**config.mk**
```make
export PLATFORM = sky130hd
export DESIGN_NAME = shift_add_mul_ctrl_flat
export DESIGN_NICKNAME = d
export VERILOG_FILES = /design/src/rtl/shift_add_mul_ctrl_if.sv /design/src/rtl/shift_add_mul_ctrl.sv /design/src/flat_wrapper.sv
export SDC_FILE = /design/constraint.sdc
export NUM_CORES = 1
export LEC_CHECK = 0
export BUFFER_PORTS_ARGS = -buffer_cell sky130_fd_sc_hd__buf_2
export CORE_MARGIN = 5
export CORE_UTILIZATION = 30
export DETAILED_ROUTE_END_ITERATION = 16
export PLACE_DENSITY = 0.52
export SYNTH_ARGS = -nofsm -noshare
export SYNTH_HDL_FRONTEND = slang
export SYNTH_SLANG_ARGS = --single-unit
```
**constraint.sdc**
```tcl
create_clock -name clk -period 3.7 [get_ports clk]
set_input_delay 0.74 -clock clk [delete_from_list [all_inputs] [get_ports clk]]
set_output_delay 0.74 -clock clk [all_outputs]
set_load 0.05 [all_outputs]
```
**src/rtl/shift_add_mul_ctrl_if.sv**
```systemverilog
`default_nettype none
// +----------------------------------------------------------------------+
// | shift_add_mul_ctrl_if : start/done handshake plus external adder bus |
// | Rev 1.0                                                              |
// +----------------------------------------------------------------------+
interface shift_add_mul_ctrl_if #(
  parameter int WIDTH = 16
);
  logic                 start;
  logic                 clr;
  logic [WIDTH-1:0]     a;
  logic [WIDTH-1:0]     b;
  logic                 busy;
  logic                 done;
  logic [2*WIDTH-1:0]   product;
  logic [WIDTH-1:0]     add_a;
  logic [WIDTH-1:0]     add_b;
  logic                 add_cin;
  logic [WIDTH-1:0]     add_sum;
  logic                 add_cout;

  // Requester side; it also hosts the ripple adder that closes the loop.
  modport master (
    output start, clr, a, b, add_sum, add_cout,
    input  busy, done, product, add_a, add_b, add_cin
  );

  modport slave (
    input  start, clr, a, b, add_sum, add_cout,
    output busy, done, product, add_a, add_b, add_cin
  );
endinterface
`default_nettype wire

```
**src/rtl/shift_add_mul_ctrl.sv**
```systemverilog
`default_nettype none
// +----------------------------------------------------------------------+
// | shift_add_mul_ctrl : shift-add unsigned multiplier sequencer driving |
// | an external WIDTH-bit adder, one partial product per cycle. Rev 1.0  |
// +----------------------------------------------------------------------+
module shift_add_mul_ctrl #(
  parameter int WIDTH = 16
) (
  input  wire logic            clk,
  input  wire logic            rst_n,
  shift_add_mul_ctrl_if.slave  bus
);

  localparam int              CW          = (WIDTH > 1) ? $clog2(WIDTH) : 1;
  localparam logic [CW-1:0]   C_LAST_ITER = CW'(WIDTH - 1);

  typedef enum logic [1:0] {
    S_IDLE = 2'd0,
    S_CALC = 2'd1,
    S_DONE = 2'd2
  } state_t;

  state_t               r_state;
  logic [WIDTH-1:0]     r_mcand;
  logic [WIDTH-1:0]     r_p_hi;
  logic [WIDTH-1:0]     r_p_lo;
  logic [CW-1:0]        r_cnt;
  logic [2*WIDTH-1:0]   r_product;
  logic                 r_busy;
  logic                 r_done;

  logic                 w_calc;
  logic [2*WIDTH-1:0]   w_next_p;

  assign w_calc = (r_state == S_CALC);

  // Adder operands are forced to zero outside CALC so the adder stays quiet.
  assign bus.add_a   = w_calc ? r_p_hi : '0;
  assign bus.add_b   = (w_calc && r_p_lo[0]) ? r_mcand : '0;
  assign bus.add_cin = 1'b0;

  // Carry becomes the new MSB, so the full 2*WIDTH product never loses it.
  assign w_next_p = {bus.add_cout, bus.add_sum, r_p_lo[WIDTH-1:1]};

  assign bus.busy    = r_busy;
  assign bus.done    = r_done;
  assign bus.product = r_product;

  always_ff @(posedge clk or negedge rst_n) begin
    if (!rst_n) begin
      r_state   <= S_IDLE;
      r_mcand   <= '0;
      r_p_hi    <= '0;
      r_p_lo    <= '0;
      r_cnt     <= '0;
      r_product <= '0;
      r_busy    <= 1'b0;
      r_done    <= 1'b0;
    end else begin
      r_done <= 1'b0;
      if (bus.clr) begin
        r_state <= S_IDLE;
        r_cnt   <= '0;
        r_busy  <= 1'b0;
      end else begin
        case (r_state)
          S_IDLE: begin
            if (bus.start) begin
              r_mcand <= bus.a;
              r_p_lo  <= bus.b;
              r_p_hi  <= '0;
              r_cnt   <= '0;
              r_state <= S_CALC;
              r_busy  <= 1'b1;
            end
          end
          S_CALC: begin
            {r_p_hi, r_p_lo} <= w_next_p;
            r_cnt            <= r_cnt + CW'(1);
            if (r_cnt == C_LAST_ITER) begin
              r_product <= w_next_p;
              r_state   <= S_DONE;
              r_done    <= 1'b1;
            end
          end
          S_DONE: begin
            r_state <= S_IDLE;
            r_busy  <= 1'b0;
          end
          default: begin
            r_state <= S_IDLE;
            r_cnt   <= '0;
            r_busy  <= 1'b0;
          end
        endcase
      end
    end
  end

endmodule
`default_nettype wire

```
**src/flat_wrapper.sv**
```systemverilog
// flat-port wrapper written by rule: the top's interface ports become plain ports
module shift_add_mul_ctrl_flat 
#(
  parameter int WIDTH = 16
)
  (clk, rst_n, bus_start, bus_clr, bus_a, bus_b, bus_add_sum, bus_add_cout, bus_busy, bus_done, bus_product, bus_add_a, bus_add_b, bus_add_cin);
  shift_add_mul_ctrl_if #(.WIDTH(WIDTH)) bus_i ();
  input  wire logic clk;
  input  wire logic rst_n;
  input wire logic [$bits(bus_i.start)-1:0] bus_start;
  input wire logic [$bits(bus_i.clr)-1:0] bus_clr;
  input wire logic [$bits(bus_i.a)-1:0] bus_a;
  input wire logic [$bits(bus_i.b)-1:0] bus_b;
  input wire logic [$bits(bus_i.add_sum)-1:0] bus_add_sum;
  input wire logic [$bits(bus_i.add_cout)-1:0] bus_add_cout;
  output wire logic [$bits(bus_i.busy)-1:0] bus_busy;
  output wire logic [$bits(bus_i.done)-1:0] bus_done;
  output wire logic [$bits(bus_i.product)-1:0] bus_product;
  output wire logic [$bits(bus_i.add_a)-1:0] bus_add_a;
  output wire logic [$bits(bus_i.add_b)-1:0] bus_add_b;
  output wire logic [$bits(bus_i.add_cin)-1:0] bus_add_cin;
  assign bus_i.start = bus_start;
  assign bus_i.clr = bus_clr;
  assign bus_i.a = bus_a;
  assign bus_i.b = bus_b;
  assign bus_i.add_sum = bus_add_sum;
  assign bus_i.add_cout = bus_add_cout;
  assign bus_busy = bus_i.busy;
  assign bus_done = bus_i.done;
  assign bus_product = bus_i.product;
  assign bus_add_a = bus_i.add_a;
  assign bus_add_b = bus_i.add_b;
  assign bus_add_cin = bus_i.add_cin;
  shift_add_mul_ctrl #(.WIDTH(WIDTH)) u_core (.clk(clk), .rst_n(rst_n), .bus(bus_i));
endmodule
```
==> qor.yml, run 1 <==
yosys:
  yosysWarningCount: 0
  synth_enable_flop_cells: 0
  ys_ff_latch: 88
  netlist_area_um2: 3760
  yosysSeqAreaShare: 0.586
  synthArstFlopShare: 1.00
  synth_cell_types: 31
  syn-num-nets: 316
  avgSynthCellArea_um2: 14.3
  synthFlopType: "dfrtp_1"
  synth_cells: 262
floorplanning:
  pin_count: 120
  die_y_um: 122
  core_area_um2: 12200
  dieArea_um2: 14900
  start_util: 0.309
  die_w_um: 122
  num_rows: 40
sta:
  max_freq_ghz: 0.364
  setup_viol: 0
  slew_violations: 0
  setup_tns_ns: 0
  min_period_ns: 2.75
  hold_viol: 0
  relSlewSlack: 0.197
  finClkSkew_ns: 0.00552
  final.period_utilization: 0.743
  tightest_slew_ns: 1.20
  rsz0062_at_grt: "false"
setup_path:
  worst_r2r_startpoint: "u_core.r_state[0]"
  cp_cell_sequence: "nor2b_4, and3_1, buf_2"
  cp_max_fo: 35
  worst-setup-path-type: "reg2out"
  reg2reg_to: "u_core.r_p_lo[15]"
  max_stage_delay_ns: 0.65
  crit_buf_inv: 1
  cp.arrival_ns: 2.01
  cp_data_required_time_ns: 2.96
  reg2regPathDepth: 4
  critPathCaptureType: "primary output"
  cpMaxStageDelayCell: "nor2b_4"
  startpoint_type: "flop"
  cp_top_family: "simple AND/OR/NAND/NOR gates"
  r2r_slack_ns: 1.39
power:
  power_density_nw_per_um2: 563
  vdd_drop_max_mv: 0.262
  leakagePower_nw: 2.48
  p_comb_frac: 0.171
  intPower_mw: 2.01
  p_sw_mw: 0.732
  power_switching_share: 0.267
  seqPwrFrac: 0.426
  pwr-share-clk: 0.403
cts:
  h-tree-depth: 3
  holdBufCountCts: 0
  cts_setup_buffers: 0
  clk_pin_slew_worst_paths_ns: 0.06
  cts_buffers: 9
  clk_path_buf_depth: 2
  cts_resized: 0
  clock_latency_ns: 0.34
  tritoncts: "done"
  clock-sinks: 88
  clock-root-buffer: "clkbuf_16"
detailed_routing:
  vias_per_cell: 4.57
  wl_met1_mm: 3.51
  dr_wl_met2_mm: 4.15
  top_layer: "met5"
  drtIter0Drc: 88
  drt-total-wl_mm: 8.51
  via_count: 2502
  wl_per_cell_um: 15.5
  route.met3.wl_um: 689
  drt_pass1_iterations: 4
  drcViolationCount: 0
  ant_nets: 0
run_status:
  status: "complete, no violations"
final_layout:
  nets: 429
  antenna_cells: 0
  drive_above_1_share: 0.582
  area_growth_pct: 29.5
  postLayoutCoreUtil: 0.400
worst_hold_path:
  min_to: "u_core.bus.product[29]"
  hold_path_class: "reg2reg"
  min_path_cells: 1
  worstHoldStart: "u_core.bus.product[29]"
global_routing:
  antenna_found_initial: 1
  grt_pass1_vias: 2633
  grt_pass1_wl_mm: 13.7
  grt_max_degree: 89
  grt_util_all_layers: 0.120
  grt.overflow.total: 0
job:
  maxCapViolations: 0
placed_design:
  io_buffers: 118
  place_congestion: 0.702
  dp.final_hpwl_mm: 5.77
## worst reg2reg max path, cell delays in order, from the launching register on
cell     delay (ns)
dfrtp_1        0.50
nor2b_4        0.66
buf_4          0.41
mux2_2         0.38
mux2_2         0.26
## registers in the layout, indices dropped and copies added, names as in the netlist
name / count
u_core.r_state: 2
u_core.r_mcand: 16
u_core.bus.product: 32
u_core.bus.busy: 1
u_core.bus.done: 1
u_core.r_p_lo: 16
u_core.r_cnt: 4
u_core.r_p_hi: 16
## cells by family (layout without fill, tap and decap cells)
group | count (synthesis) | in the layout | share of synthesized area
adder cells (fa/ha/maj) | 1 | 1 | 0.00333
AO/OA/AOI/OAI | 23 | 23 | 0.0509
other | 1 | 1 | 0.000998
multiplexers | 80 | 80 | 0.240
AND/OR/NAND/NOR | 49 | 49 | 0.0862
flip-flops | 88 | 88 | 0.586
XOR/XNOR | 1 | 1 | 0.00233
buffers and inverters | 19 | 137 | 0.0306
## layer usage
metal	GRT usage	up-vias
met2	0.194	67
li1	-	1166
met3	0.0604	11
met1	0.137	1256
met4	0.0434	2
met5	0	-
## metrics by stage
step	power [mW]	area (µm²)	setup WS (ns)	hold WS (ns)	instances
after floorplan	1.51	3760	1.35	0.444	262
after global placement	1.65	4500	1.28	0.467	532
after detailed placement	1.66	4500	1.26	0.473	532
after CTS	2.79	4870	0.886	0.491	548
after global routing	2.88	4870	0.767	0.511	548
final	2.74	4870	0.950	0.484	548
## cell usage after synthesis (2+ instances only)
cell type	instances	area (µm²)
a22o_1	16	140
and2_1	16	100
buf_6	4	45.0
nor2_1	5	18.8
nand4b_1	2	17.5
dfrtp_1	88	2200
buf_2	8	40.0
a32oi_1	2	17.5
and3_1	16	100
nand3_1	2	10.0
clkbuf_1	5	18.8
mux2_2	79	890
## final cells by class
class | count | area (µm²)
clock buffers | 9 | 225
clock inverters | 7 | 144
fillers | 1194 | 7300
inverters | 1 | 3.75
multi-input cells | 155 | 1460
flip-flops and latches | 88 | 2200
well taps | 168 | 210
repair buffers | 120 | 621
## worst max path at each step
stage	startpoint	depth (start not counted)	to	slack [ns]
global placement	u_core.r_state[0]	3	bus_add_b[7]	1.28
detailed placement	u_core.r_state[0]	3	bus_add_b[0]	1.26
floorplan	u_core.r_state[1]	6	bus_add_b[0]	1.35
global route	u_core.r_state[0]	3	bus_add_b[15]	0.77
CTS	u_core.r_state[0]	3	bus_add_b[0]	0.89
finish	u_core.r_state[0]	3	bus_add_b[0]	0.95
## power by group through the flow
stage	logic [mW]	clock network, mW	registers [mW]
global placement	0.472	0	1.18
global route	0.505	1.19	1.18
floorplan	0.325	0	1.19
CTS	0.478	1.14	1.17
finish	0.468	1.11	1.17
detailed placement	0.477	0	1.18
## cells in the final DEF (no fill, tap or decap), drive strengths merged, types with 2 or more instances in the layout
| cell | synthesis | routed |
|---|---|---|
| a22o | 16 | 16 |
| a32oi | 2 | 2 |
| and2 | 16 | 16 |
| and3 | 16 | 16 |
| buf | 13 | 120 |
| bufinv | 0 | 4 |
| clkbuf | 5 | 9 |
| clkinvlp | 0 | 2 |
| dfrtp | 88 | 88 |
| mux2 | 80 | 80 |
| nand3 | 2 | 2 |
| nand4b | 2 | 2 |
| nor2 | 5 | 5 |
| nor3 | 2 | 2 |
| nor4 | 2 | 2 |
No activity file was read; power rests on OpenSTA's default activity.
==> run 2, diff against run 1 <==
- clock period: 3.7 -> 2.85 ns (I/O delays scaled with it)
==> qor.yml, run 2 (synthesis results as in run 1) <==
run_status:
  status: "complete, no violations"  # unchanged
job:
  maxCapViolations: 0  # unchanged
global_routing:
  grt_pass1_wl_mm: 14.0  # was 13.7 mm
  grt_util_all_layers: 0.123  # was 0.120
  grt.overflow.total: 0  # unchanged
  antenna_found_initial: 1  # unchanged
  grt_max_degree: 47  # was 89
  grt_pass1_vias: 2668  # was 2633
final_layout:
  multi_input_area_um2: 1460  # unchanged
  fillers: 1176  # was 1194
  seq_area_um2: 2200  # unchanged
  mostFrequentLayoutCells: "buf_2 (117), dfrtp_1 (88), mux2_2 (79)"  # unchanged
  mostFrequentLayoutCell: "buf_2"  # unchanged
  nets: 434  # was 429
  drive_above_1_share: 0.587  # was 0.582
  area_growth_pct: 28.7  # was 29.5%
  antenna_cells: 0  # unchanged
  largest_reg_flops: 32  # unchanged
setup_path:
  cp_max_fo: 21  # was 35
  worst_r2r_startpoint: "u_core.r_state[0]"  # unchanged
  startpoint_type: "flop"  # unchanged
  r2r_slack_ns: 0.59  # was 1.39 ns
  reg2regPathDepth: 5  # was 4
  reg2reg_to: "u_core.r_p_lo[12]"  # was u_core.r_p_lo[15]
  cp.arrival_ns: 2.04  # was 2.01 ns
  cpMaxStageDelayCell: "dfrtp_1"  # was nor2b_4
  critPathCaptureType: "primary output"  # unchanged
  worst-setup-path-type: "reg2out"  # unchanged
  cp_cell_sequence: "nor2b_4, buf_4, and3_1, buf_2"  # was nor2b_4, and3_1, buf_2
  cp_data_required_time_ns: 2.28  # was 2.96 ns
  max_stage_delay_ns: 0.51  # was 0.65 ns
power:
  power_density_nw_per_um2: 683  # was 563 nW/µm²
  vdd_drop_max_mv: 0.336  # was 0.262 mV
  power_switching_share: 0.282  # was 0.267
  intPower_mw: 2.38  # was 2.01 mW
  pwr-share-clk: 0.355  # was 0.403
  p_comb_frac: 0.187  # was 0.171
  leakagePower_nw: 2.49  # was 2.48 nW
  p_sw_mw: 0.931  # was 0.732 mW
  seqPwrFrac: 0.459  # was 0.426
sta:
  hold_viol: 0  # unchanged
  setup_viol: 0  # unchanged
  rsz0062_at_grt: "false"  # unchanged
  final.period_utilization: 0.916
  slew_violations: 0  # unchanged
  hold_ws_ns: 0.216  # was 0.484 ns
  tightest_slew_ns: 0.828  # was 1.20 ns
  setup_tns_ns: 0  # unchanged
  min_period_ns: 2.61
  relSlewSlack: 0.447  # was 0.197
  max_freq_ghz: 0.383
  finClkSkew_ns: 0.00619  # was 0.00552 ns
detailed_routing:
  drcViolationCount: 0  # unchanged
  drt_pass1_iterations: 4  # unchanged
  ant_nets: 0  # unchanged
  drtIter0Drc: 83  # was 88
  vias_per_cell: 4.49  # was 4.57
  drt-total-wl_mm: 8.65  # was 8.51 mm
  via_count: 2485  # was 2502
  wl_per_cell_um: 15.6  # was 15.5 µm
placed_design:
  io_buffers: 118  # unchanged
  place_congestion: 0.716  # was 0.702
  dp.final_hpwl_mm: 6.10  # was 5.77 mm
cts:
  clock_latency_ns: 0.34  # about the same
  clk_path_buf_depth: 2  # unchanged
  tritoncts: "done"  # unchanged
  cts_resized: 0  # unchanged
  clock-root-buffer: "clkbuf_16"  # unchanged
  clock-sinks: 88  # unchanged
  clk_pin_slew_worst_paths_ns: 0.06  # about the same
  holdBufCountCts: 0  # unchanged
  cts_buffers: 9  # unchanged
  h-tree-depth: 3  # unchanged
  cts_setup_buffers: 0  # unchanged
floorplanning:
  start_util: 0.309  # unchanged
  die_y_um: 122  # unchanged
  dieArea_um2: 14900  # unchanged
  pin_count: 120  # unchanged
  core_area_um2: 12200  # unchanged
  num_rows: 40  # unchanged
  die_w_um: 122  # unchanged
worst_hold_path:
  hold_path_class: "in2async"  # was reg2reg
==> run 2: final cells by class <==
class	instances	share of cell area
clock buffers	14	0.0608
clock inverters	2	0.00207
inverters	1	0.000776
multi-input cells	155	0.302
flip-flops and latches	88	0.455
well taps	168	0.0434
repair buffers	125	0.136
==> run 2: critical path, delay by kind of cell, from the launching register on <==
family | cells | cell delay [ns]
buffers and inverters | 2 | 0.55
flip-flops | 1 | 0.51
AND/OR/NAND/NOR | 2 | 0.64
==> run 2: power by group through the flow <==
stage / Combinational [mW] / Sequential (mW) / Clock (mW)
after global routing: 0.665 / 1.54 / 1.28
after detailed placement: 0.626 / 1.54 / 0
final: 0.617 / 1.52 / 1.17
after global placement: 0.617 / 1.54 / 0
after floorplan: 0.422 / 1.54 / 0
after CTS: 0.628 / 1.52 / 1.22
==> run 2: worst max path at each step <==
stage	startpoint	to	slack (ns)
after floorplan	u_core.r_state[1]	bus_add_b[0]	0.67
after global placement	u_core.r_state[0]	bus_add_b[9]	0.62
after detailed placement	u_core.r_state[0]	u_core.r_p_lo[12]	0.59
after CTS	u_core.r_state[0]	bus_add_b[8]	0.20
after global routing	u_core.r_state[0]	bus_add_b[9]	0.09
final	u_core.r_state[0]	bus_add_b[14]	0.24
==> run 2: metal layers <==
metal / routed length (µm) / vias to the layer above / track usage
met5: 20 / - / 0
met3: 563 / 13 / 0.0422
met4: 163 / 2 / 0.0546
met2: 4030 / 65 / 0.187
li1: - / 1182 / -
met1: 3870 / 1223 / 0.158
==> run 2: per-stage QoR <==
step	area [µm²]	instances	worst slack (ns)	utilization	power [mW]
3_3_place_gp	4530	537	0.624	0.373	2.15
4_1_cts	4840	553	0.202	0.398	3.36
6_report	4840	553	0.241	0.398	3.31
2_1_floorplan	3760	262	0.667	-	1.97
5_1_grt	4840	553	0.0932	0.398	3.48
3_5_place_dp	4530	537	0.587	0.373	2.16
